===== src/rtl/gift_128_pkg.sv =====
// GIFT-128 primitives shared by the core and its round datapath.
// Ports: none (package). Provides state enum, S-boxes, P128 index maps,
// round-constant table, key-schedule updates and the unroll-factor check.
package gift_128_pkg;

  localparam int ROUNDS = 40;

  typedef enum logic [2:0] {
    NOKEY,
    KEY_EXP,
    READY,
    RUN,
    DONE
  } gift_state_e;

  // Nibble x of each LUT sits at bits 4x+3:4x.
  localparam logic [63:0] SBOX_LUT     = 64'he805_7bd2_93f6_c4a1;
  localparam logic [63:0] SBOX_INV_LUT = 64'h5f93_a17e_b4c2_680d;

  // Constants of rounds 0..39, as produced by the 6-bit LFSR.
  localparam logic [5:0] RC_TABLE [0:ROUNDS-1] = '{
    6'h01, 6'h03, 6'h07, 6'h0F, 6'h1F, 6'h3E, 6'h3D, 6'h3B, 6'h37, 6'h2F,
    6'h1E, 6'h3C, 6'h39, 6'h33, 6'h27, 6'h0E, 6'h1D, 6'h3A, 6'h35, 6'h2B,
    6'h16, 6'h2C, 6'h18, 6'h30, 6'h21, 6'h02, 6'h05, 6'h0B, 6'h17, 6'h2E,
    6'h1C, 6'h38, 6'h31, 6'h23, 6'h06, 6'h0D, 6'h1B, 6'h36, 6'h2D, 6'h1A
  };

  function automatic bit rpc_legal(input int r);
    return (r == 1) || (r == 2) || (r == 4) || (r == 5) ||
           (r == 8) || (r == 10) || (r == 20) || (r == 40);
  endfunction

  // Out-of-range indices only occur while the datapath is idle.
  function automatic logic [5:0] round_const(input logic [5:0] i);
    return (i < 6'(ROUNDS)) ? RC_TABLE[i] : 6'h00;
  endfunction

  function automatic logic [3:0] sbox(input logic [3:0] x);
    return SBOX_LUT[{x, 2'b00} +: 4];
  endfunction

  function automatic logic [3:0] sbox_inv(input logic [3:0] x);
    return SBOX_INV_LUT[{x, 2'b00} +: 4];
  endfunction

  // i = 16a + 4b + c  ->  32*((3b + c) mod 4) + 4a + c
  function automatic logic [6:0] p128_idx(input logic [6:0] i);
    logic [1:0] q;
    q = 2'(i[3:2] + i[3:2] + i[3:2] + i[1:0]);
    return {q, i[6:4], i[1:0]};
  endfunction

  // Inverse map: b = 3*(q - c) mod 4, since 3 is its own inverse mod 4.
  function automatic logic [6:0] p128_inv_idx(input logic [6:0] p);
    logic [1:0] d;
    logic [1:0] b;
    d = 2'(p[6:5] - p[1:0]);
    b = 2'(d + d + d);
    return {p[4:2], b, p[1:0]};
  endfunction

  function automatic logic [127:0] sub_cells(input logic [127:0] s, input logic inv);
    logic [127:0] r;
    r = '0;
    for (int j = 0; j < 32; j++) begin
      r[7'(4*j) +: 4] = inv ? sbox_inv(s[7'(4*j) +: 4]) : sbox(s[7'(4*j) +: 4]);
    end
    return r;
  endfunction

  function automatic logic [127:0] perm_fwd(input logic [127:0] s);
    logic [127:0] r;
    r = '0;
    for (int j = 0; j < 128; j++) r[p128_idx(7'(j))] = s[7'(j)];
    return r;
  endfunction

  function automatic logic [127:0] perm_inv(input logic [127:0] s);
    logic [127:0] r;
    r = '0;
    for (int j = 0; j < 128; j++) r[p128_inv_idx(7'(j))] = s[7'(j)];
    return r;
  endfunction

  // U = k5||k4 into bits 4m+2, V = k1||k0 into bits 4m+1, plus constant.
  function automatic logic [127:0] add_round_key(input logic [127:0] s,
                                                 input logic [127:0] k,
                                                 input logic [5:0]   c);
    logic [127:0] r;
    r = s;
    for (int m = 0; m < 32; m++) begin
      r[7'(4*m+2)] = r[7'(4*m+2)] ^ k[7'(64+m)];
      r[7'(4*m+1)] = r[7'(4*m+1)] ^ k[7'(m)];
    end
    r[127] = ~r[127];
    r[23]  = r[23] ^ c[5];
    r[19]  = r[19] ^ c[4];
    r[15]  = r[15] ^ c[3];
    r[11]  = r[11] ^ c[2];
    r[7]   = r[7]  ^ c[1];
    r[3]   = r[3]  ^ c[0];
    return r;
  endfunction

  // k7..k0 <- (k1 >>> 2) || (k0 >>> 12) || k7..k2
  function automatic logic [127:0] key_fwd(input logic [127:0] k);
    return {k[17:16], k[31:18], k[11:0], k[15:12], k[127:32]};
  endfunction

  function automatic logic [127:0] key_inv(input logic [127:0] k);
    return {k[95:0], k[125:112], k[127:126], k[99:96], k[111:100]};
  endfunction

endpackage


===== src/rtl/gift_128_round.sv =====
// One combinational GIFT-128 round, encrypt (mode_i=0) or decrypt (mode_i=1).
// Latency: none. Backpressure: not applicable (pure logic).
// Ports: state_i/key_i/rc_i/mode_i in; state_o result, key_o key for the next chained round.
module gift_128_round
  import gift_128_pkg::*;
(
  input  logic [127:0] state_i,
  input  logic [127:0] key_i,
  input  logic [5:0]   rc_i,
  input  logic         mode_i,
  output logic [127:0] state_o,
  output logic [127:0] key_o
);

  logic [127:0] key_prev;

  always_comb begin
    key_prev = key_inv(key_i);
    state_o  = '0;
    key_o    = '0;
    if (!mode_i) begin
      state_o = add_round_key(perm_fwd(sub_cells(state_i, 1'b0)), key_i, rc_i);
      key_o   = key_fwd(key_i);
    end else begin
      // Decrypt walks the schedule backwards: the round key of round i
      // is recovered first, then the encrypt steps are undone in reverse.
      state_o = sub_cells(perm_inv(add_round_key(state_i, key_prev, rc_i)), 1'b1);
      key_o   = key_prev;
    end
  end

endmodule


===== src/rtl/gift_128_core.sv =====
// GIFT-128 encrypt/decrypt engine, ROUNDS_PER_CYCLE rounds per clock (N = 40/ROUNDS_PER_CYCLE).
// Latency: key expansion N cycles, block N cycles accept-to-out_valid_o; registered outputs.
// Backpressure: result held in DONE until out_ready_i; key/data offers stall while busy.
// Ports: clk_i/reset, key_valid_i/key_i/key_ready_o/key_ok_o, data_valid_i/data_i/mode_i/
// data_ready_o, out_valid_o/out_ready_i/out_data_o/out_mode_o, busy_o.
module gift_128_core
  import gift_128_pkg::*;
#(
  parameter int ROUNDS_PER_CYCLE = 1
) (
  input  logic         clk_i,
  input  logic         reset,
  input  logic         key_valid_i,
  input  logic [127:0] key_i,
  output logic         key_ready_o,
  output logic         key_ok_o,
  input  logic         data_valid_i,
  input  logic [127:0] data_i,
  input  logic         mode_i,
  output logic         data_ready_o,
  output logic         out_valid_o,
  input  logic         out_ready_i,
  output logic [127:0] out_data_o,
  output logic         out_mode_o,
  output logic         busy_o
);

  if (!rpc_legal(ROUNDS_PER_CYCLE)) begin : g_bad_rpc
    $error("gift_128_core: ROUNDS_PER_CYCLE must be 1, 2, 4, 5, 8, 10, 20 or 40");
  end

  localparam logic [5:0] STEP     = 6'(ROUNDS_PER_CYCLE);
  localparam logic [5:0] LAST_UP  = 6'(ROUNDS - ROUNDS_PER_CYCLE);
  localparam logic [5:0] LAST_DN  = 6'(ROUNDS_PER_CYCLE - 1);
  localparam logic [5:0] FIRST_DN = 6'(ROUNDS - 1);

  gift_state_e  fsm_q, fsm_d;
  logic [127:0] k0_q, k40_q, wkey_q, blk_q, out_data_q;
  logic [5:0]   rnd_q;
  logic         mode_q, key_ok_q, out_valid_q, out_mode_q, busy_q;

  logic         key_acc, data_acc, kexp_last, run_last;
  logic [127:0] kexp_next;
  logic [127:0] chain_s [ROUNDS_PER_CYCLE+1];
  logic [127:0] chain_k [ROUNDS_PER_CYCLE+1];

  assign key_ready_o  = (fsm_q == NOKEY) || (fsm_q == READY);
  assign data_ready_o = (fsm_q == READY) && !key_valid_i;
  assign key_acc      = key_valid_i && key_ready_o;
  assign data_acc     = data_valid_i && data_ready_o;

  assign kexp_last = (rnd_q == LAST_UP);
  assign run_last  = mode_q ? (rnd_q == LAST_DN) : (rnd_q == LAST_UP);

  assign key_ok_o    = key_ok_q;
  assign out_valid_o = out_valid_q;
  assign out_data_o  = out_data_q;
  assign out_mode_o  = out_mode_q;
  assign busy_o      = busy_q;

  // Key expansion reuses k40_q as the accumulator, starting from K0.
  always_comb begin
    kexp_next = k40_q;
    for (int j = 0; j < ROUNDS_PER_CYCLE; j++) kexp_next = key_fwd(kexp_next);
  end

  assign chain_s[0] = blk_q;
  assign chain_k[0] = wkey_q;

  for (genvar g = 0; g < ROUNDS_PER_CYCLE; g++) begin : g_round
    logic [5:0] rc_idx;
    assign rc_idx = mode_q ? (rnd_q - 6'(g)) : (rnd_q + 6'(g));
    gift_128_round u_round (
      .state_i (chain_s[g]),
      .key_i   (chain_k[g]),
      .rc_i    (round_const(rc_idx)),
      .mode_i  (mode_q),
      .state_o (chain_s[g+1]),
      .key_o   (chain_k[g+1])
    );
  end

  always_ff @(posedge clk_i) begin
    if (reset) fsm_q <= NOKEY;
    else       fsm_q <= fsm_d;
  end

  always_comb begin
    fsm_d = fsm_q;
    unique case (fsm_q)
      NOKEY:   if (key_acc) fsm_d = KEY_EXP;
      KEY_EXP: if (kexp_last) fsm_d = READY;
      READY: begin
        if (key_acc)       fsm_d = KEY_EXP;
        else if (data_acc) fsm_d = RUN;
      end
      RUN:     if (run_last) fsm_d = DONE;
      DONE:    if (out_ready_i) fsm_d = READY;
      default: fsm_d = NOKEY;
    endcase
  end

  always_ff @(posedge clk_i) begin
    if (reset) begin
      k0_q        <= '0;
      k40_q       <= '0;
      wkey_q      <= '0;
      blk_q       <= '0;
      rnd_q       <= '0;
      mode_q      <= 1'b0;
      key_ok_q    <= 1'b0;
      out_valid_q <= 1'b0;
      out_data_q  <= '0;
      out_mode_q  <= 1'b0;
      busy_q      <= 1'b0;
    end else begin
      case (fsm_q)
        NOKEY, READY: begin
          if (key_acc) begin
            k0_q     <= key_i;
            k40_q    <= key_i;
            rnd_q    <= '0;
            key_ok_q <= 1'b0;
          end else if (data_acc) begin
            blk_q  <= data_i;
            mode_q <= mode_i;
            wkey_q <= mode_i ? k40_q : k0_q;
            rnd_q  <= mode_i ? FIRST_DN : 6'd0;
          end
        end
        KEY_EXP: begin
          k40_q <= kexp_next;
          rnd_q <= rnd_q + STEP;
          if (kexp_last) key_ok_q <= 1'b1;
        end
        RUN: begin
          blk_q  <= chain_s[ROUNDS_PER_CYCLE];
          wkey_q <= chain_k[ROUNDS_PER_CYCLE];
          rnd_q  <= mode_q ? (rnd_q - STEP) : (rnd_q + STEP);
          if (run_last) begin
            out_data_q  <= chain_s[ROUNDS_PER_CYCLE];
            out_mode_q  <= mode_q;
            out_valid_q <= 1'b1;
          end
        end
        DONE: if (out_ready_i) out_valid_q <= 1'b0;
        default: ;
      endcase
      busy_q <= (fsm_d == KEY_EXP) || (fsm_d == RUN) || (fsm_d == DONE);
    end
  end

endmodule


===== config.mk =====
export PLATFORM = sky130hd
export DESIGN_NAME = gift_128_core
export DESIGN_NICKNAME = d
export VERILOG_FILES = /design/src/rtl/gift_128_pkg.sv /design/src/rtl/gift_128_round.sv /design/src/rtl/gift_128_core.sv
export SDC_FILE = /design/constraint.sdc
export NUM_CORES = 1
export LEC_CHECK = 0
export ABC_AREA = 1
export CORE_MARGIN = 10
export CORE_UTILIZATION = 35
export CTS_CLUSTER_DIAMETER = 40
export DETAILED_ROUTE_END_ITERATION = 7
export PLACE_DENSITY = 0.66
export SLEW_MARGIN = 40
export SYNTH_ARGS = -nofsm -noshare
export SYNTH_HDL_FRONTEND = slang
export SYNTH_SLANG_ARGS = --single-unit

===== constraint.sdc =====
create_clock -name clk_i -period 2.14 [get_ports clk_i]
set_input_delay 0.321 -clock clk_i [delete_from_list [all_inputs] [get_ports clk_i]]
set_output_delay 0.321 -clock clk_i [all_outputs]
set_load 0.02 [all_outputs]

# == Yosys cells after proc, flatten, opt, wreduce, memory -nomap -nowiden ==
# Memory sizes are Yosys's and may differ from the RTL's.
# Cells that the tools add are included.
# totals
reg_bits,590
output_inout_bits,134
memories,1
inputBits,262
romBits,384
elab_cells,117
# mem_list
name,words,word_bits,read_ports,rd_ports_with_merged_regs,wr,line_no,text
(no name shown),64,6,1,0,0,gift_128_pkg.sv:35,return (i < 6'(ROUNDS)) ? RC_TABLE[i] : 6'h00;
# op_classes
bitwise,14
eq_ne,15
shift,16
add_sub_neg,2
order_cmp,2
mux,33
n_reduce_logical,22
# ops
cell,n
variable part select 64 x 7 -> 4 bit (first input constant),16
2-to-1 mux 128 bit,6
one-hot mux 128 bit (2 select lines),2
2-to-1 mux 64 bit,2
one-hot mux 64 bit (2 select lines),1
2-to-1 mux 6 bit,4
2-to-1 mux 3 bit,6
one-hot mux 6 bit (3 select lines),1
one-hot mux 3 bit (5 select lines),1
2-to-1 mux 4 bit,3
inequality test 2 bit (second input constant),6
AND reduction 3 bit,4
bitwise XOR 1 bit,12
== test 3 x 2 -> 1 bit (second input constant),3
AND reduction 2 bit,4
greater-or-equal comparator 7 bit (second input constant),1
inverter 6 -> 7 bit,1
adder 6 x 1 -> 6 bit (second input constant),1
== test 3 x 1 -> 1 bit (second input constant),2
== test 3 bit (second input constant),2
== test 6 bit (second input constant),1
zero test 6 bit,1
less-than comparator 6 bit (second input constant),1
nonzero test 2 bit,3
other kinds (11),20

# == Logic depth before layout (Yosys ltp) ==
# Gate-level depths: netlist of run 1.
# logic_depth
word_depth,9
ltp_mapped,12
ltp_nobuf,12

# == By module ==
# A second synthesis of run 1 with hierarchy kept.
# hier_totals
hier_cells,4564
hier_area_um2,31994.4
# by_module_without_submodules
mod,cells_per_inst,n_inst,area_per_inst_um2,seq_area_each_um2
gift_128_core,3740,1,27841.7,13092.6
gift_128_round,824,1,4152.7,0.0

# == Worst setup path before layout of run 1 ==
# OpenSTA, ideal clock, no wires.
# synth_timing
kind,register -> register
from,reg rnd_q[0]
to,"reg out_data_q[103], in the netlist out_data_o[103]"
n_path_buf,2
stages_incl_launch_ff,11
slack_ns,0.392
t_required_ns,2.024
setup_time_ns,0.116
t_arrival_ns,1.632
cell_sequence,dfxtp_1 > clkinv_1 > ha_1 > nand4_1 > nand2_2 > inv_4 > nor2_8 > buf_6 > buf_4 > o21ai_0 > nor2_1
# synth_between
elab_chain_cells,3
elab_cells_between_ends,4
classes_between,1 x eq/ne; 1 x mux; 2 x reduce/logical
# synth_rtl
element,line_no,text
from (decl),gift_128_core.sv:39,logic [5:0] rnd_q;
from (signal assigned),gift_128_core.sv:128,rnd_q <= mode_i ? FIRST_DN : 6'd0;
from (signal assigned),gift_128_core.sv:133,rnd_q <= rnd_q + STEP;
from (signal assigned),gift_128_core.sv:139,rnd_q <= mode_q ? (rnd_q - STEP) : (rnd_q + STEP);
== test 6 bit or zero test 6 bit (tied branches),gift_128_core.sv:53,assign run_last = mode_q ? (rnd_q == LAST_DN) : (rnd_q == LAST_UP);
2-to-1 mux 1 bit (*),gift_128_core.sv:53,
AND reduction 2 bit (no line) (*),n/a,
to (signal assigned),gift_128_core.sv:141,out_data_q <= chain_s[ROUNDS_PER_CYCLE];
to (decl),gift_128_core.sv:38,"logic [127:0] k0_q, k40_q, wkey_q, blk_q, out_data_q;"
# Mark *: on every way between the ends. The rest lies on a longest branch, timed or not.
# A chain may end at the register's enable or synchronous reset.

# == Worst setup path after layout of run 1 ==
# layout_timing
from,reg fsm_q[2]
to,out key_ready_o
# layout_between
elab_chain_cells,2
elab_cells_between_ends,3
classes_between,1 x eq/ne; 2 x reduce/logical
# layout_rtl
element,line_no,text
from (decl),gift_128_core.sv:37,"gift_state_e fsm_q, fsm_d;"
from (signal assigned),gift_128_core.sv:85,else fsm_q <= fsm_d;
== test 3 x 2 -> 1 bit or zero test 3 bit (tied branches),gift_128_core.sv:47,assign key_ready_o = (fsm_q == NOKEY) || (fsm_q == READY);
logical OR 1 bit (*),gift_128_core.sv:47,
to (decl),gift_128_core.sv:15,"output logic key_ready_o,"
# Marked as above.

==> metrics, run 1 <==
initial antenna violation count 1; number of setup buffers added after CTS 0; first-pass GRT wire length about 85000 um; Final Util 0.440; Synthesis Warnings 0; EDFF count, synth 0; CP max FO 4; CTS tree yes; Area contributors post-synth dfxtp_1 39%, nand2_1 14%, o21ai_0 8.7%; Worst setup EP type output port; Final period util 0.956; crit-path max cell delay approximately 0.63 ns; die area 56500 um2; worst-skew pair later-pin latency 0.57 ns; most common cell after layout, fill and taps aside nand2_1; DR iter-0 viols roughly 1300; DRT Pass-1 Iters 5; status finished, final reports clean; CP arrival approximately 1.7 ns; vias per std cell 5.21; Slew Viols, Final 0; power density cells roughly 760 nW/um2; total power 15.7 mW; Post-Syn Area 16600 um2; WL per Instance roughly 18 um; Post-Place Worst Slack just under 0.03 ns; Tmin final 2.05 ns; CP max stage cell clkdlybuf4s50_1; final RePlAce weighted congestion between 0.8 and 0.9; Area growth syn-to-layout 23.7%; required time of the critical path 1.82 ns; cell family with most CP delay buffers and inverters; worst hold path class in -> reg; Clock Pin Slew Worst Setup and Hold Paths approximately 0.050 ns; DP HPWL between 30000 and 40000 um; largest area contributor in the netlist dfxtp_1; class of the most critical setup path reg -> out; RSZ-0062 raised after global routing false; largest net degree at the start of global routing between 100 and 150; Rows 79; GRT met3 Usage 0.0302; GRT Overall Usage 0.185; post-synthesis async set-or-reset flop share 0; Distinct cells, synth 40; clk_skew about 0.027 ns; die width about 240 um; Post-Syn Area per Cell around 7.4 um2; critical path, cell by cell nor2_4 -> clkdlybuf4s50_1; Port Buf Inserts 195; Post-Syn Instances between 2000 and 2500; DRT Wirelength approximately 55000 um; setup violators final 0; GR Layer Usage met1 0.232; setup TNS 0 ns; Root Driver clkbuf_16; predominant post-synthesis flop cell dfxtp_1; initial core utilization 0.356; Worst VDD drop around 500 uV; Max Cap Viol 0; CP Launch Type register; max frequency approximately 500 MHz; Ports around 400; Buf/Inv on CP 1; Yosys reg bits between 300 and 400; die height 238 um; number of CTS-inserted buffers 47; grt ovf 0; clk buf depth 3; clock sink count 326; post-synthesis sequential area ratio 0.393; worst setup margin approximately 0.095 ns; Core ar. about 47000 um2; post-route insts no fill just over 3000; met2 GRT Util 0.318; placed insts ~2900; count of final hold-check violations 0; Yosys top cell area share 0.393; H-tree depth reported by CTS 2; DR vias 15781; most frequent cells in the layout 600 x nand2_1, 324 x dfxtp_1, 289 x o21ai_0, 192 x clkdlybuf4s50_1, 137 x a31oi_1; worst slew pin tran approximately 0.68 ns; DRC 0; Rel. slew slack 0.546; busiest grt layer met2; Layout Nets 2682; vias in the first global route about 15000; Routed Antenna Nets 0; ratio of cells with drive above 1 in the final layout 0.0922; Static Leak ~8 nW
==> stage by stage <==
step	hold WS [ns]	instance area [um2]
2_1_floorplan	0.442	16900
3_3_place_gp	0.451	18900
3_5_place_dp	0.454	18900
4_1_cts	0.245	20500
5_1_grt	0.271	20500
6_report	0.260	20500
==> cells in the mapped netlist (3+ instances only) <==
cell      number
inv_4          3
nand3_1       39
inv_1        124
o21ai_0      289
nor2_1        95
clkbuf_1      73
buf_1          5
nor2_4         3
a32oi_1        7
a21oi_1      132
nand2_1      601
inv_2          6
mux2i_1        8
nor3_1        23
buf_6          4
a211oi_1      40
mux2_2        64
a31oi_1      137
nand4_1        6
ha_1          38
buf_4         75
xnor2_1       21
nand2_2        3
xor2_1        15
o211ai_1      11
dfxtp_1      326
o211a_1       12
buf_2         73
==> what timing repair did <==
action / 4_1_cts / 5_1_grt
endpoints found under the setup margin: 1 / 9
gates resized for setup: 1 / 3
hold buffers: 0 / 0
gates cloned: 0 / 1
==> area by class of cell <==
cell class                 instances  area [um2]
fill                            4641       26100
multi-input combinational       1630        8560
sequential                       326        6530
timing repair buffer             242        2550
clock buffer                      60        1310
tap                              607         759
inverter                         135         518
clock inverter                    26         305
antenna                            1        2.50
==> flip-flops by register name, indices dropped and copies added (netlist names) <==
signal and flops:
blk_q 64, k0_q 64, k40_q 64, wkey_q 64
out_data_o 56, rnd_q 6, fsm_q 3, busy_o 1
key_ok_o 1, mode_q 1, out_mode_o 1, out_valid_o 1
==> logic make-up (layout without fill, tap and decap cells) <==
logic type	after synthesis	count (layout)	share of synthesized area
AOI/OAI and AO/OA	633	633	0.216
xor gates and xnor gates	36	36	0.0190
adders and majority gates	38	38	0.0287
buffers and inverters	365	463	0.107
DFF	326	326	0.393
muxes	72	72	0.0483
other	1	73	0.000226
and+or+nand+nor	779	779	0.187
==> per-layer routing <==
layer | vias up | wire (um)
met3 | 87 | 3260
li1 | 7715 | -
met4 | 0 | 1540
met2 | 535 | 26900
met1 | 7444 | 23400
met5 | - | 0
==> tightest hold or removal path, delay by kind of cell <==
family,cells,cell delay [ns]
AO/OA/AOI/OAI,1,0.12
buffers and inverters,2,0.27
AND/OR/NAND/NOR,1,0.04
==> final timing paths <==
check | start | to | slack (ns) | cells past startpoint
max | fsm_q[2] | key_ready_o | 0.09 | 2
max reg2reg | fsm_q[0] | out_data_o[74] | 0.17 | 9
min | reset | out_data_o[108] | 0.26 | 4
min reg2reg | k0_q[8] | k0_q[8] | 0.46 | 2
==> report_power, final <==
group / total [mW] / switching [mW] / internal [mW] / leakage [nW]
clock network: 7.87 / 3.01 / 4.86 / 0.790
logic: 1.43 / 0.848 / 0.581 / 4.39
registers: 6.38 / 0.121 / 6.26 / 2.65
Power figures use the tool's default switching activity.
==> run 2, diff against run 1 <==
--- a/config.mk
+++ b/config.mk
@@ -6,12 +6,13 @@
 export NUM_CORES = 1
 export LEC_CHECK = 0
 export ABC_AREA = 1
-export CORE_MARGIN = 10
+export CORE_MARGIN = 8
 export CORE_UTILIZATION = 35
 export CTS_CLUSTER_DIAMETER = 40
 export DETAILED_ROUTE_END_ITERATION = 7
+export GPL_TIMING_DRIVEN = 0
 export PLACE_DENSITY = 0.66
-export SLEW_MARGIN = 40
+export SLEW_MARGIN = 15
 export SYNTH_ARGS = -nofsm -noshare
 export SYNTH_HDL_FRONTEND = slang
 export SYNTH_SLANG_ARGS = --single-unit
==> run 2 against run 1 <==
- non-clock buffer count is 183 higher
- largest power group unchanged
- cell count increased by 5.8%
- critical path type unchanged
- clock power is 3.3% lower
- die area down 3.3%
- sequential share of layout area down 0.87 points
- via count up 8.9%
- largest cell class unchanged
- global-route usage is 5.9 points higher
- cell area increased by 2.9%
- routed wire length up 25%
- worst hold slack better by 0.097 ns
- sequential power hardly changed
==> metrics, run 2 (synthesized netlist as in run 1, its figures left out) <==
Slew Viols, Final 0; setup violators final 0; post-route insts no fill ~3200; Post-Place Worst Slack -0.757 ns; DRT Wirelength a little under 70000 um; final RePlAce weighted congestion 0.972; Cell Area, Placed roughly 20000 um2; setup TNS 0 ns; most common cell after layout, fill and taps aside nand2_1; Diodes inserted 0; die height roughly 230 um; first-pass GRT wire length 102000 um; initial antenna violation count 1; required time of the critical path ~1.8 ns; Layout Nets ~2900; Clock Pin Slew Worst Setup and Hold Paths ~0.060 ns; number of CTS-inserted buffers 44; initial core utilization 0.356; ratio of cells with drive above 1 in the final layout 0.129; crit path from fsm_q[2]; Port Buf Inserts approximately 190; GRT Overall Usage 0.244; worst slew pin tran between 1 and 1.5 ns; CTS tree yes; Max Cap Viol 0; largest net degree at the start of global routing 14; most frequent cells in the layout 601 x nand2_1, 324 x dfxtp_1, 285 x o21ai_0, 192 x clkdlybuf4s50_1, 137 x a31oi_1; Rows 79; r2r endpoint blk_q[18]; Root Driver clkbuf_16; worst hold path class in -> reg; power density cells roughly 740 nW/um2; die area about 55000 um2; clock sink count about 330; WL per Instance about 21 um; status finished, final reports clean; worst-skew pair later-pin latency about 0.56 ns; Area growth syn-to-layout 27.3%; H-tree depth reported by CTS 2; DRC 0; DR iter-0 viols 1673; worst setup margin 0.0730 ns; Final period util 0.966; Hold WS 0.357 ns; DP HPWL roughly 53000 um; class of the most critical setup path reg -> out; vias per std cell ~5.4; Routed Antenna Nets 0; crit path to key_ready_o; reg-to-reg slack, setup ~0.090 ns; DR vias around 17000; hold_buf cts 0; Design Area, Final 21100 um2; vias in the first global route about 17000; CP Launch Type register; worst reg-to-reg path cell count 8; placed insts between 3000 and 4000; Static Leak 8.34 nW; Ports between 300 and 400; max frequency slightly below 500 MHz; Rel. slew slack 0.262; RSZ-0062 raised after global routing true; count of final hold-check violations 0; Worst VDD drop approximately 470 uV; Core ar. approximately 47000 um2; Worst setup EP type output port; CP arrival ~1.8 ns; clk buf depth 3; CP max FO 4; clk_skew approximately 0.020 ns; RR Startpoint fsm_q[2]; die width between 200 and 250 um; grt ovf 0; DRT Pass-1 Iters 8; Tmin final ~2.1 ns
[run 2: worst min-delay path by stage]
| stage | from | endpoint | slack (ns) | depth (start not counted) |
|---|---|---|---|---|
| floorplan | k0_q[32] | k0_q[32] | 0.44 | 2 |
| finish | key_i[45] | k0_q[45] | 0.36 | 3 |
| CTS | key_i[45] | k0_q[45] | 0.34 | 3 |
| global placement | k0_q[0] | k0_q[0] | 0.45 | 2 |
| global route | key_i[45] | k0_q[45] | 0.36 | 3 |
| detailed placement | k0_q[3] | k0_q[3] | 0.45 | 2 |
[run 2: where the power goes]
group,switching (mW),internal [mW]
Combinational,0.965,0.648
Clock,3.03,4.58
Sequential,0.142,6.25
[run 2: critical path, cell delays in order, from the launching register on]
cell	delay, ns
dfxtp_1	0.37
nor2_4	0.16
clkdlybuf4s50_1	0.66
[run 2: repair_timing]
| item | 4_1_cts | 5_1_grt |
|---|---|---|
| setup endpoints to repair | 62 | 78 |
| pin swaps | 1 | 4 |
| resized for setup | 11 | 30 |
| setup buffers | 1 | 1 |
| gates cloned | 0 | 0 |
[run 2: cell type report]
class,instances,area [um2]
clock buffer,50,1160
buffer,230,1310
sequential,326,6530
timing repair buffer,195,1950
multi-input combinational,1630,8560
tap,607,759
inverter,135,515
clock inverter,30,334
fill,4675,25500
[run 2: routing by layer]
metal  part of all wire  GRT usage  routed length [um]
met4              0.040     0.0987                2750
met1               0.42      0.322               28700
met2               0.46      0.394               31500
met5            0.00019          0                  13
met3              0.084     0.0385                5780
[run 2: through the flow]
step	utilization	power (mW)
floorplan	-	7.42
global placement	0.419	8.08
detailed placement	0.419	8.10
CTS	0.452	15.6
global route	0.453	16.1
finish	0.453	15.6
==> run 3, diff against run 2 <==
--- a/config.mk
+++ b/config.mk
@@ -11,8 +11,9 @@
 export CTS_CLUSTER_DIAMETER = 40
 export DETAILED_ROUTE_END_ITERATION = 7
 export GPL_TIMING_DRIVEN = 0
-export PLACE_DENSITY = 0.66
+export PLACE_DENSITY = 0.61
 export SLEW_MARGIN = 15
 export SYNTH_ARGS = -nofsm -noshare
 export SYNTH_HDL_FRONTEND = slang
+export SYNTH_HIERARCHICAL = 1
 export SYNTH_SLANG_ARGS = --single-unit
==> run 3 against run 2 <==
- sequential share of layout area decreased by 1.8 points
- area after synthesis up 24%
- first-iteration DRC count fell by 6.6%
- clock-buffer cell count rose by 34
- power up 42%
- via count rose by 22%
- critical endpoint is now blk_q[3]
- cell area increased by 30%
- fmax up 2.8%
==> metrics, run 3 <==
status finished, final reports clean; setup violators final 0; GRT Overall Usage 0.220; Layout Nets 3697; DR vias between 20000 and 25000; CP arrival 2.55 ns; die area roughly 67000 um2; Post-Syn Area per Cell a little under 7 um2; Rows between 80 and 90; Routed Antenna Nets 0; Cell Area, Placed ~24000 um2; H-tree depth reported by CTS 3; Static Leak 11.6 nW; Design Area, Final 27400 um2; clock network fraction of total power 0.570; most common cell after layout, fill and taps aside nand2_1; combinational share of power 0.079; Switching Share 0.256; max reg flops approximately 130; CP max FO 5; critical path, cell by cell buf_4 -> buf_4 -> ha_1 -> nor3_2 -> nor2_1 -> o21ai_0 -> nand3_1 -> o21ai_2 -> inv_1 -> nand2_1 -> inv_1 -> nor2_4 -> nand2_1 -> nand3_1 -> o211a_1; Ports around 400; Slew Viols, Final 0; class of the most critical setup path reg -> reg; vias in the first global route roughly 20000; Seq pwr share 0.351; setup TNS 0 ns; Final period util 0.940; worst hold path class in -> reg; max frequency around 500 MHz; count of final hold-check violations 0; largest net degree at the start of global routing 13; Core ar. 57800 um2; Diodes inserted 0; Psw ~5.7 mW; Post-Syn Area 20500 um2; DP HPWL 59200 um; DR iter-0 viols 1563; Post-Syn Instances roughly 3000; hold_buf cts 0; RSZ-0062 raised after global routing true; initial antenna violation count 1; Worst setup EP type register; power density cells between 800 and 900 nW/um2; Rel. slew slack 0.447; initial core utilization 0.355; final RePlAce weighted congestion 0.968; CP max stage cell dfxtp_4; Synthesis Warnings 6; vias per std cell roughly 5.0; Hold WS between 0.2 and 0.3 ns; clk_skew ~0.023 ns; die height 258 um; number of fillers in the final layout ~6000; Clock Pin Slew Worst Setup and Hold Paths roughly 0.060 ns; hold path cells 3; Root Driver clkbuf_16; Int Power 16.5 mW; clk buf depth 3; Port Buf Inserts between 200 and 300; CTS tree yes; WL per Instance 18.1 um; worst slew pin tran slightly above 0.8 ns; DRT Wirelength 76500 um; grt ovf 0; required time of the critical path around 2.7 ns; most frequent cells in the layout 1041 x nand2_1, 394 x dfxtp_1, 292 x nand3_1, 264 x clkdlybuf4s50_1, 239 x a21oi_1; number of CTS-inserted buffers 75; Worst VDD drop ~560 uV; worst reg-to-reg path cell count 15; worst-skew pair later-pin latency 0.61 ns; ratio of cells with drive above 1 in the final layout 0.120; Max Cap Viol 0; DRT Pass-1 Iters 7; Tmin final slightly above 2 ns; die width 258 um; first-pass GRT wire length between 100000 and 150000 um; clock sink count 398; Area growth syn-to-layout 33.4%; CP Launch Type register; DRC 0; crit-path max cell delay ~0.36 ns
==> run 3: final timing paths <==
path                        from        endpoint  slack (ns)
setup / recovery        rnd_q[0]        blk_q[3]        0.13
hold / removal        key_i[108]       k0_q[108]        0.29
setup reg to reg        rnd_q[0]        blk_q[3]        0.13
hold reg to reg   out_data_o[66]  out_data_o[66]        0.46
==> run 3: power groups by stage <==
stage | Combinational [mW] | Clock [mW] | Sequential [mW]
after CTS | 1.67 | 12.8 | 7.77
after global routing | 1.91 | 13.1 | 7.78
final | 1.75 | 12.6 | 7.77
after global placement | 1.62 | 0 | 7.92
after floorplan | 0.950 | 0 | 7.85
after detailed placement | 1.62 | 0 | 7.92
==> run 3: cell type report <==
cell class                 instances  area, um2  share of cell area
clock buffer                      84       2010              0.0735
sequential                       398       7980               0.291
clock inverter                    54        686              0.0250
tap                              765        957              0.0349
buffer                           367       1990              0.0725
timing repair buffer             270       2690              0.0983
inverter                         122        479              0.0175
multi-input combinational       2163      10600               0.387
==> run 3: stage by stage <==
stage          power, mW  instances   util  setup slack (ns)
5_1_grt             22.8       4223  0.474           -0.0111
4_1_cts             22.2       4221  0.471           -0.0104
2_1_floorplan       8.80       3050      -             0.133
3_3_place_gp        9.54       4081  0.422             -1.02
3_5_place_dp        9.54       4081  0.422             -1.09
6_report            22.1       4223  0.474             0.128
==> run 3: repair_timing <==
item                                    4_1_cts  5_1_grt
resized for setup                            42       53
setup buffers                                 2        2
endpoints found under the setup margin      169      113
pin swaps                                     1        9
==> run 3: routing by layer <==
layer / vias to the layer above / wire length, um / GRT usage
li1: 10490 / - / -
met1: 9692 / 31900 / 0.270
met2: 689 / 36900 / 0.382
met3: 149 / 4680 / 0.0346
met4: 0 / 3040 / 0.0898
met5: - / 0 / 0
==> run 3: worst max-delay path, delay by kind of cell, from the launching register on <==
| family | cells | cell delay, ns |
|---|---|---|
| flops | 1 | 0.36 |
| fa+ha+maj | 1 | 0.21 |
| compound gates | 3 | 0.31 |
| buf+inv | 4 | 0.40 |
| simple gates | 7 | 0.65 |
